<file path="src/rtl/grant_session_ctrl.sv">
// Grant-to-session controller downstream of the four-requester arbiter.
// Bounds each bus ownership, pulses RELEASE, keeps per-requester stats.
module grant_session_ctrl #(
  parameter int HOLD_MAX = 8,
  parameter int CNT_W    = 8
) (
  input  logic               CLOCK,
  input  logic               RESET_N,
  input  logic [3:0]         GRANT_O,
  input  logic [3:0]         DONE,
  input  logic               CLR_STATS,
  output logic               BUS_VALID,
  output logic [1:0]         SEL,
  output logic [3:0]         RELEASE,
  output logic               TIMEOUT,
  output logic               ERR_MULTI,
  output logic               BUSY,
  output logic [4*CNT_W-1:0] GRANT_CNT
);

  localparam int HOLD_W = 8;
  localparam logic [HOLD_W-1:0] HOLD_LAST = HOLD_W'(HOLD_MAX - 1);

  typedef enum logic [1:0] {
    S_IDLE,
    S_ACTIVE,
    S_REL,
    S_GAP
  } state_t;

  state_t                     r_state;
  state_t                     w_next;
  logic [1:0]                 r_owner;
  logic [HOLD_W-1:0]          r_hold;
  logic                       r_to;
  logic                       r_err;
  logic [3:0][CNT_W-1:0]      r_cnt;

  logic [1:0]                 w_gidx;
  logic                       w_multi;
  logic                       w_onehot;
  logic                       w_own_g;
  logic                       w_own_d;
  logic                       w_hold_end;
  logic                       w_start;

  assign w_multi    = (GRANT_O & (GRANT_O - 4'd1)) != 4'd0;
  assign w_onehot   = (GRANT_O != 4'd0) && !w_multi;
  assign w_own_g    = GRANT_O[r_owner];
  assign w_own_d    = DONE[r_owner];
  assign w_hold_end = r_hold == HOLD_LAST;
  assign w_start    = (r_state == S_IDLE) && w_onehot;

  always_comb begin
    w_gidx = 2'd0;
    case (1'b1)
      GRANT_O[0]: w_gidx = 2'd0;
      GRANT_O[1]: w_gidx = 2'd1;
      GRANT_O[2]: w_gidx = 2'd2;
      GRANT_O[3]: w_gidx = 2'd3;
      default:    w_gidx = 2'd0;
    endcase
  end

  always_ff @(posedge CLOCK or negedge RESET_N) begin
    if (!RESET_N) r_state <= S_IDLE;
    else          r_state <= w_next;
  end

  always_comb begin
    w_next = r_state;
    case (r_state)
      S_IDLE:   if (w_onehot) w_next = S_ACTIVE;
      S_ACTIVE: begin
        if (!w_own_g || w_own_d || w_hold_end)
          w_next = S_REL;
      end
      S_REL:    w_next = S_GAP;
      S_GAP:    if (!w_own_g) w_next = S_IDLE;
      default:  w_next = S_IDLE;
    endcase
  end

  always_comb begin
    BUS_VALID = r_state == S_ACTIVE;
    SEL       = r_owner;
    RELEASE   = 4'd0;
    TIMEOUT   = 1'b0;
    BUSY      = r_state != S_IDLE;
    if (r_state == S_REL) begin
      RELEASE[r_owner] = 1'b1;
      TIMEOUT          = r_to;
    end
  end

  // Timeout flag only when neither abort nor DONE claimed the exit.
  always_ff @(posedge CLOCK or negedge RESET_N) begin
    if (!RESET_N) begin
      r_owner <= 2'd0;
      r_hold  <= '0;
      r_to    <= 1'b0;
    end else begin
      if (w_start) begin
        r_owner <= w_gidx;
        r_hold  <= '0;
        r_to    <= 1'b0;
      end else if (r_state == S_ACTIVE) begin
        r_hold  <= r_hold + 1'b1;
        r_to    <= w_own_g && !w_own_d && w_hold_end;
      end
    end
  end

  always_ff @(posedge CLOCK or negedge RESET_N) begin
    if (!RESET_N)
      r_err <= 1'b0;
    else if (CLR_STATS)
      r_err <= 1'b0;
    else if (r_state == S_IDLE && w_multi)
      r_err <= 1'b1;
  end

  for (genvar i = 0; i < 4; i++) begin : g_cnt
    always_ff @(posedge CLOCK or negedge RESET_N) begin
      if (!RESET_N)
        r_cnt[i] <= '0;
      else if (CLR_STATS)
        r_cnt[i] <= '0;
      else if (r_state == S_REL && r_owner == 2'(i) && r_cnt[i] != '1)
        r_cnt[i] <= r_cnt[i] + 1'b1;
    end
  end

  assign ERR_MULTI = r_err;
  assign GRANT_CNT = r_cnt;

endmodule
</file>
<file path="config.mk">
export PLATFORM = sky130hd
export DESIGN_NAME = grant_session_ctrl
export DESIGN_NICKNAME = d
export VERILOG_FILES = /design/src/rtl/grant_session_ctrl.sv
export SDC_FILE = /design/constraint.sdc
export NUM_CORES = 1
export LEC_CHECK = 0
export CAP_MARGIN = 20
export CORE_MARGIN = 2
export CORE_UTILIZATION = 52
export CTS_BUF_LIST = sky130_fd_sc_hd__clkbuf_4 sky130_fd_sc_hd__clkbuf_8 sky130_fd_sc_hd__clkbuf_16
export DETAILED_ROUTE_END_ITERATION = 7
export GPL_ROUTABILITY_DRIVEN = 1
export PLACE_DENSITY = 0.77
export SLEW_MARGIN = 20
export SYNTH_ARGS = -nofsm -noshare
export SYNTH_HDL_FRONTEND = slang
export SYNTH_SLANG_ARGS = --single-unit
</file>
<file path="constraint.sdc">
create_clock -name CLOCK -period 2.34 [get_ports CLOCK]
set_input_delay 0.468 -clock CLOCK [delete_from_list [all_inputs] [get_ports CLOCK]]
set_output_delay 0.468 -clock CLOCK [all_outputs]
set_load 0.05 [all_outputs]
</file>
* Word level (Yosys, flattened, before mapping)
Cells that the tools add are included.
Storage, ports and cells: output and inout port bits 42, bits in registers 46, input bits 11, logic and storage cells 93
Operators by class: eq/ne operators 14, bitwise gates (word level) 1, reduce and logical (&&, ||, !) cells 31, mux-type cells 30, add/sub/neg operators 6, $lt $le $gt $ge 2
Operators with widths (number):
- two-way mux 8 bit | 10
- adder 8 x 1 -> 8 bit (second input constant) | 5
- != test 8 bit (second input constant) | 4
- logical AND 1 bit | 14
- two-way mux 2 bit | 7
- nonzero test 2 bit | 7
- == test 2 bit (second input constant) | 4
- == test 8 x 3 -> 1 bit (second input constant) | 1
- two-way mux 1 bit | 8
- case mux 2 bit (4 select lines) | 1
- nonzero test 4 bit | 2
- bitwise AND 4 bit | 1
- binary-select mux 1 bit (select 2 bit) | 2
- == test 2 x 1 -> 1 bit (second input constant) | 2
- logical NOT 2 bit | 2
- two-way mux 4 bit | 1
- != test 2 bit (second input constant) | 2
- subtractor 4 x 1 -> 4 bit (second input constant) | 1
- logical NOT 1 bit | 3
- less-than comparator 2 x 3 -> 1 bit (second input constant) | 1
- AND reduction 3 bit | 1
- demux 1 bit (select 2 bit) | 1
- greater-or-equal comparator 2 x 1 -> 1 bit (second input constant) | 1
- logical OR 1 bit | 2
- != test 2 x 1 -> 1 bit (second input constant) | 1

* Logic depth before layout (Yosys ltp)
word-level depth 7, depth in mapped cells 7, gate-level depth less buffers 7

* Worst setup path after synthesis
No wires, ideal clock.
path kind register to register, start point reg r_owner[1] (netlist: SEL[1]), end point reg r_cnt, in the netlist GRANT_CNT[1], stages on the path, launching flop included 7, library setup time 0.132 ns, clock period less this slack 2.150 ns, setup slack 0.190 ns, data arrival time 2.018 ns, buffers on the path 1, data required time 2.208 ns, cell sequence dfrtp_1 > buf_6 > or3b_1 > inv_1 > o21ai_1 > mux2i_1 > nor2_1
Between the ends: longest elaborated chain between the ends 4
Ends and longest elaborated chain:
- from (decl) | RTL line 33 | logic [1:0] r_owner;
- from (signal assigned) | RTL line 104 | r_owner <= w_gidx;
- logical NOT 2 bit | RTL line 129 | else if (r_state == S_REL && r_owner == 2'(i) && r_cnt[i] != '1)
- logical AND 1 bit (2 in a row) | RTL line 129
- nonzero test 2 bit (no line)
- to (signal, indexed assignment) | RTL line 130 | r_cnt[i] <= r_cnt[i] + 1'b1;
- to (decl) | RTL line 37 | logic [3:0][CNT_W-1:0] r_cnt;
No other way between the ends. A chain may end at the register's enable or synchronous reset.

* Worst setup path in the final report
start point reg r_owner[0] (netlist: SEL[0]), end point out SEL[0]
RTL lines:
- to (decl) | RTL line 13 | output logic [1:0] SEL,
No word-level cell between the ends.

==> results.cfg <==
[status]
outcome = complete, no violations

[clock_tree]
worstSkewPairLatency_ns = 0.31
cts.sinks = 46
cts_hold_buf = 0
clkTransAtPathRegs_ns = 0.08
root_buffer = clkbuf_8
post-cts-setup-buffers = 0
cts_tree = built
clk_path_buf_depth = 2
h-tree-depth = 2
cts_buffers = 5

[timing]
drv_slew = 0
period_share = 0.947
fin_crit_ns = 2.22
grt_setup_unrepaired = no
tightest_slew_ns = 0.697
setup-tns-final_ns = 0
fin_skew_ns = 0.0114
finalHoldViolCount = 0
setup_viol = 0
max_freq_mhz = 451
slew_headroom = 0.535

[pwr]
ir_drop_mv = 0.734
cellPowerDensity_nw_per_um2 = 773
leakage_nw = 1.46
comb_power_share = 0.353
p_sw_frac = 0.358
seq_power_share = 0.375
clkPwrFrac = 0.272
p_switching_w = 0.000955
p_int_w = 0.00171

[drt]
routedWlPerCell_um = 14.5
ant_nets = 0
num_vias = 2235
drt_iter0_markers = 126
firstDrtPassIters = 4
wl_mm = 5.83
drcViolationCount = 0
vias_per_cell = 5.57

[placed_design]
port_buffers = 52
gp_congestion = 0.859
place_area_um2 = 3290
hpwl_mm = 4.21

[finish]
fin_area_um2 = 3450
multi_input_area_um2 = 1390
register_area_um2 = 1150
syn_to_final_growth_pct = 28.9
drive_gt1_frac = 0.106
fin_util = 0.684
fill_cells = 395
antenna_cells = 0
finalNetCount = 350

[global_route]
grt_usage = 0.217
grt_start_max_net_pins = 34
grt_pass1_wl_mm = 9.53
grt_overflow = 0
antenna_found_initial = 0
grt_pass1_vias = 2097

[logic_synthesis]
yosysWarnings = 0
synth_fp_nets = 296
synthArstFlopShare = 1.00
ys.flop_type = dfrtp_1
synth_area_leaders = dfrtp_1 (43%), xor2_1 (5.9%), nor2_1 (4.3%)
synth.distinct_cells = 43
avgSynthCellArea_um2 = 9.70
yosysTopAreaCell = dfrtp_1
synth_area_um2 = 2680
synth_top_area_share = 0.430
netlist_instances = 276
ys_seq_area_frac = 0.430
yosysMostFrequentCell = dfrtp_1
synth_edf_count = 0
ys_seq_elements = 46
ys_top_cells_by_count = dfrtp_1 (46), nor2_1 (31), a21oi_1 (18), xor2_1 (18)

[critical_path]
critical_path.top_delay_family = buffers and inverters
cp.required_ns = 1.87
cp_max_fo = 10
critPathBufInv = 1
crit_chain = clkdlybuf4s50_1
cp.arrival_ns = 1.75
end_kind = output pin
max_stage_delay_ns = 0.88
setup.worst_path.class = reg -> out
slowest_stage = clkdlybuf4s50_1
critPathLaunchType = register

[floorplan]
start_util = 0.531
coreArea_um2 = 5040
io_pins = 53
die_h_um = 75.7
die_x_um = 75.7
die_area_um2 = 5740
rows = 26

[flow_run]
maxCapViolations = 0

[worst_hold_path]
hold_path.class = in -> async
[cell usage in the layout, fill, tap and decap left out, types with 3 or more instances in the layout]
master	instances
a21oi_1	18
and2_1	4
and3_1	8
and4_1	4
buf_12	5
buf_4	11
clkbuf_8	6
clkdlybuf4s50_1	44
dfrtp_1	46
ha_1	8
inv_1	12
mux2i_1	5
nand2_1	10
nand3_1	14
nand4_1	8
nor2_1	31
nor2b_1	3
nor4b_1	3
o2111ai_1	3
o211ai_1	5
o21ai_0	11
o31ai_1	5
or3_1	8
or4_1	5
xnor2_1	6
xor2_1	18
[cell type report]
class / instances / share of cell area
Multi-Input combinational cell: 202 / 0.402
Sequential cell: 46 / 0.334
Timing Repair Buffer: 61 / 0.182
Tap cell: 70 / 0.0254
Clock buffer: 6 / 0.0239
Clock inverter: 2 / 0.0174
Inverter: 14 / 0.0152
[worst paths after layout]
kind / from / to / slack, ns / cells past startpoint
setup / recovery: SEL[0] / SEL[0] / 0.12 / 1
hold / removal: RESET_N / GRANT_CNT[6] / 0.15 / 1
setup reg to reg: r_state[0] / GRANT_CNT[30] / 0.42 / 6
hold reg to reg: r_to / r_to / 0.53 / 2
max in group asynchronous: RESET_N / GRANT_CNT[26] / 1.66 / 2
min in group CLOCK: r_to / r_to / 0.53 / 2
[per-layer routing]
layer / global-route usage / up-vias / share of wire
li1: - / 1104 / -
met1: 0.277 / 1066 / 0.45
met2: 0.353 / 52 / 0.48
met3: 0.0370 / 13 / 0.038
met4: 0.111 / 0 / 0.027
met5: 0 / - / 0
[cell families after synthesis]
kind of cell               after synthesis  share of synthesized area
buffers and inverters                   28                     0.0566
xor gates and xnor gates                24                     0.0785
adders and majority gates               10                     0.0458
and+or+nand+nor                        106                      0.217
DFF                                     46                      0.430
AOI/OAI and AO/OA                       55                      0.137
muxes                                    7                     0.0355
[power groups by stage]
stage / combinational, W / clock, W / sequential (W)
after CTS: 0.000938 / 0.000739 / 0.000995
final: 0.000941 / 0.000725 / 0.000999
after detailed placement: 0.000913 / 0 / 0.00101
after global placement: 0.000890 / 0 / 0.00100
after global routing: 0.00102 / 0.000778 / 0.00102
after floorplan: 0.000573 / 0 / 0.00106
[what timing repair did]
| action | CTS | global route |
|---|---|---|
| hold endpoints to repair | 0 | 0 |
| setup endpoints to repair | 1 | 1 |
| gates resized for setup | 3 | 2 |
[sequential cells by signal, indices dropped and copies added, names as in the netlist]
register   cells
ERR_MULTI      1
GRANT_CNT     32
SEL            2
r_hold         8
r_state        2
r_to           1
[through the flow]
step	setup WS [ns]	hold WS, ns	std cells	total power, W
finish	0.125	0.151	401	0.00267
global route	0.0524	0.194	401	0.00281
CTS	0.0288	0.168	401	0.00267
detailed placement	-0.000380	0.507	393	0.00192
global placement	0.0622	0.497	393	0.00189
floorplan	0.190	0.172	276	0.00163
No activity file was read; power rests on OpenSTA's default activity.
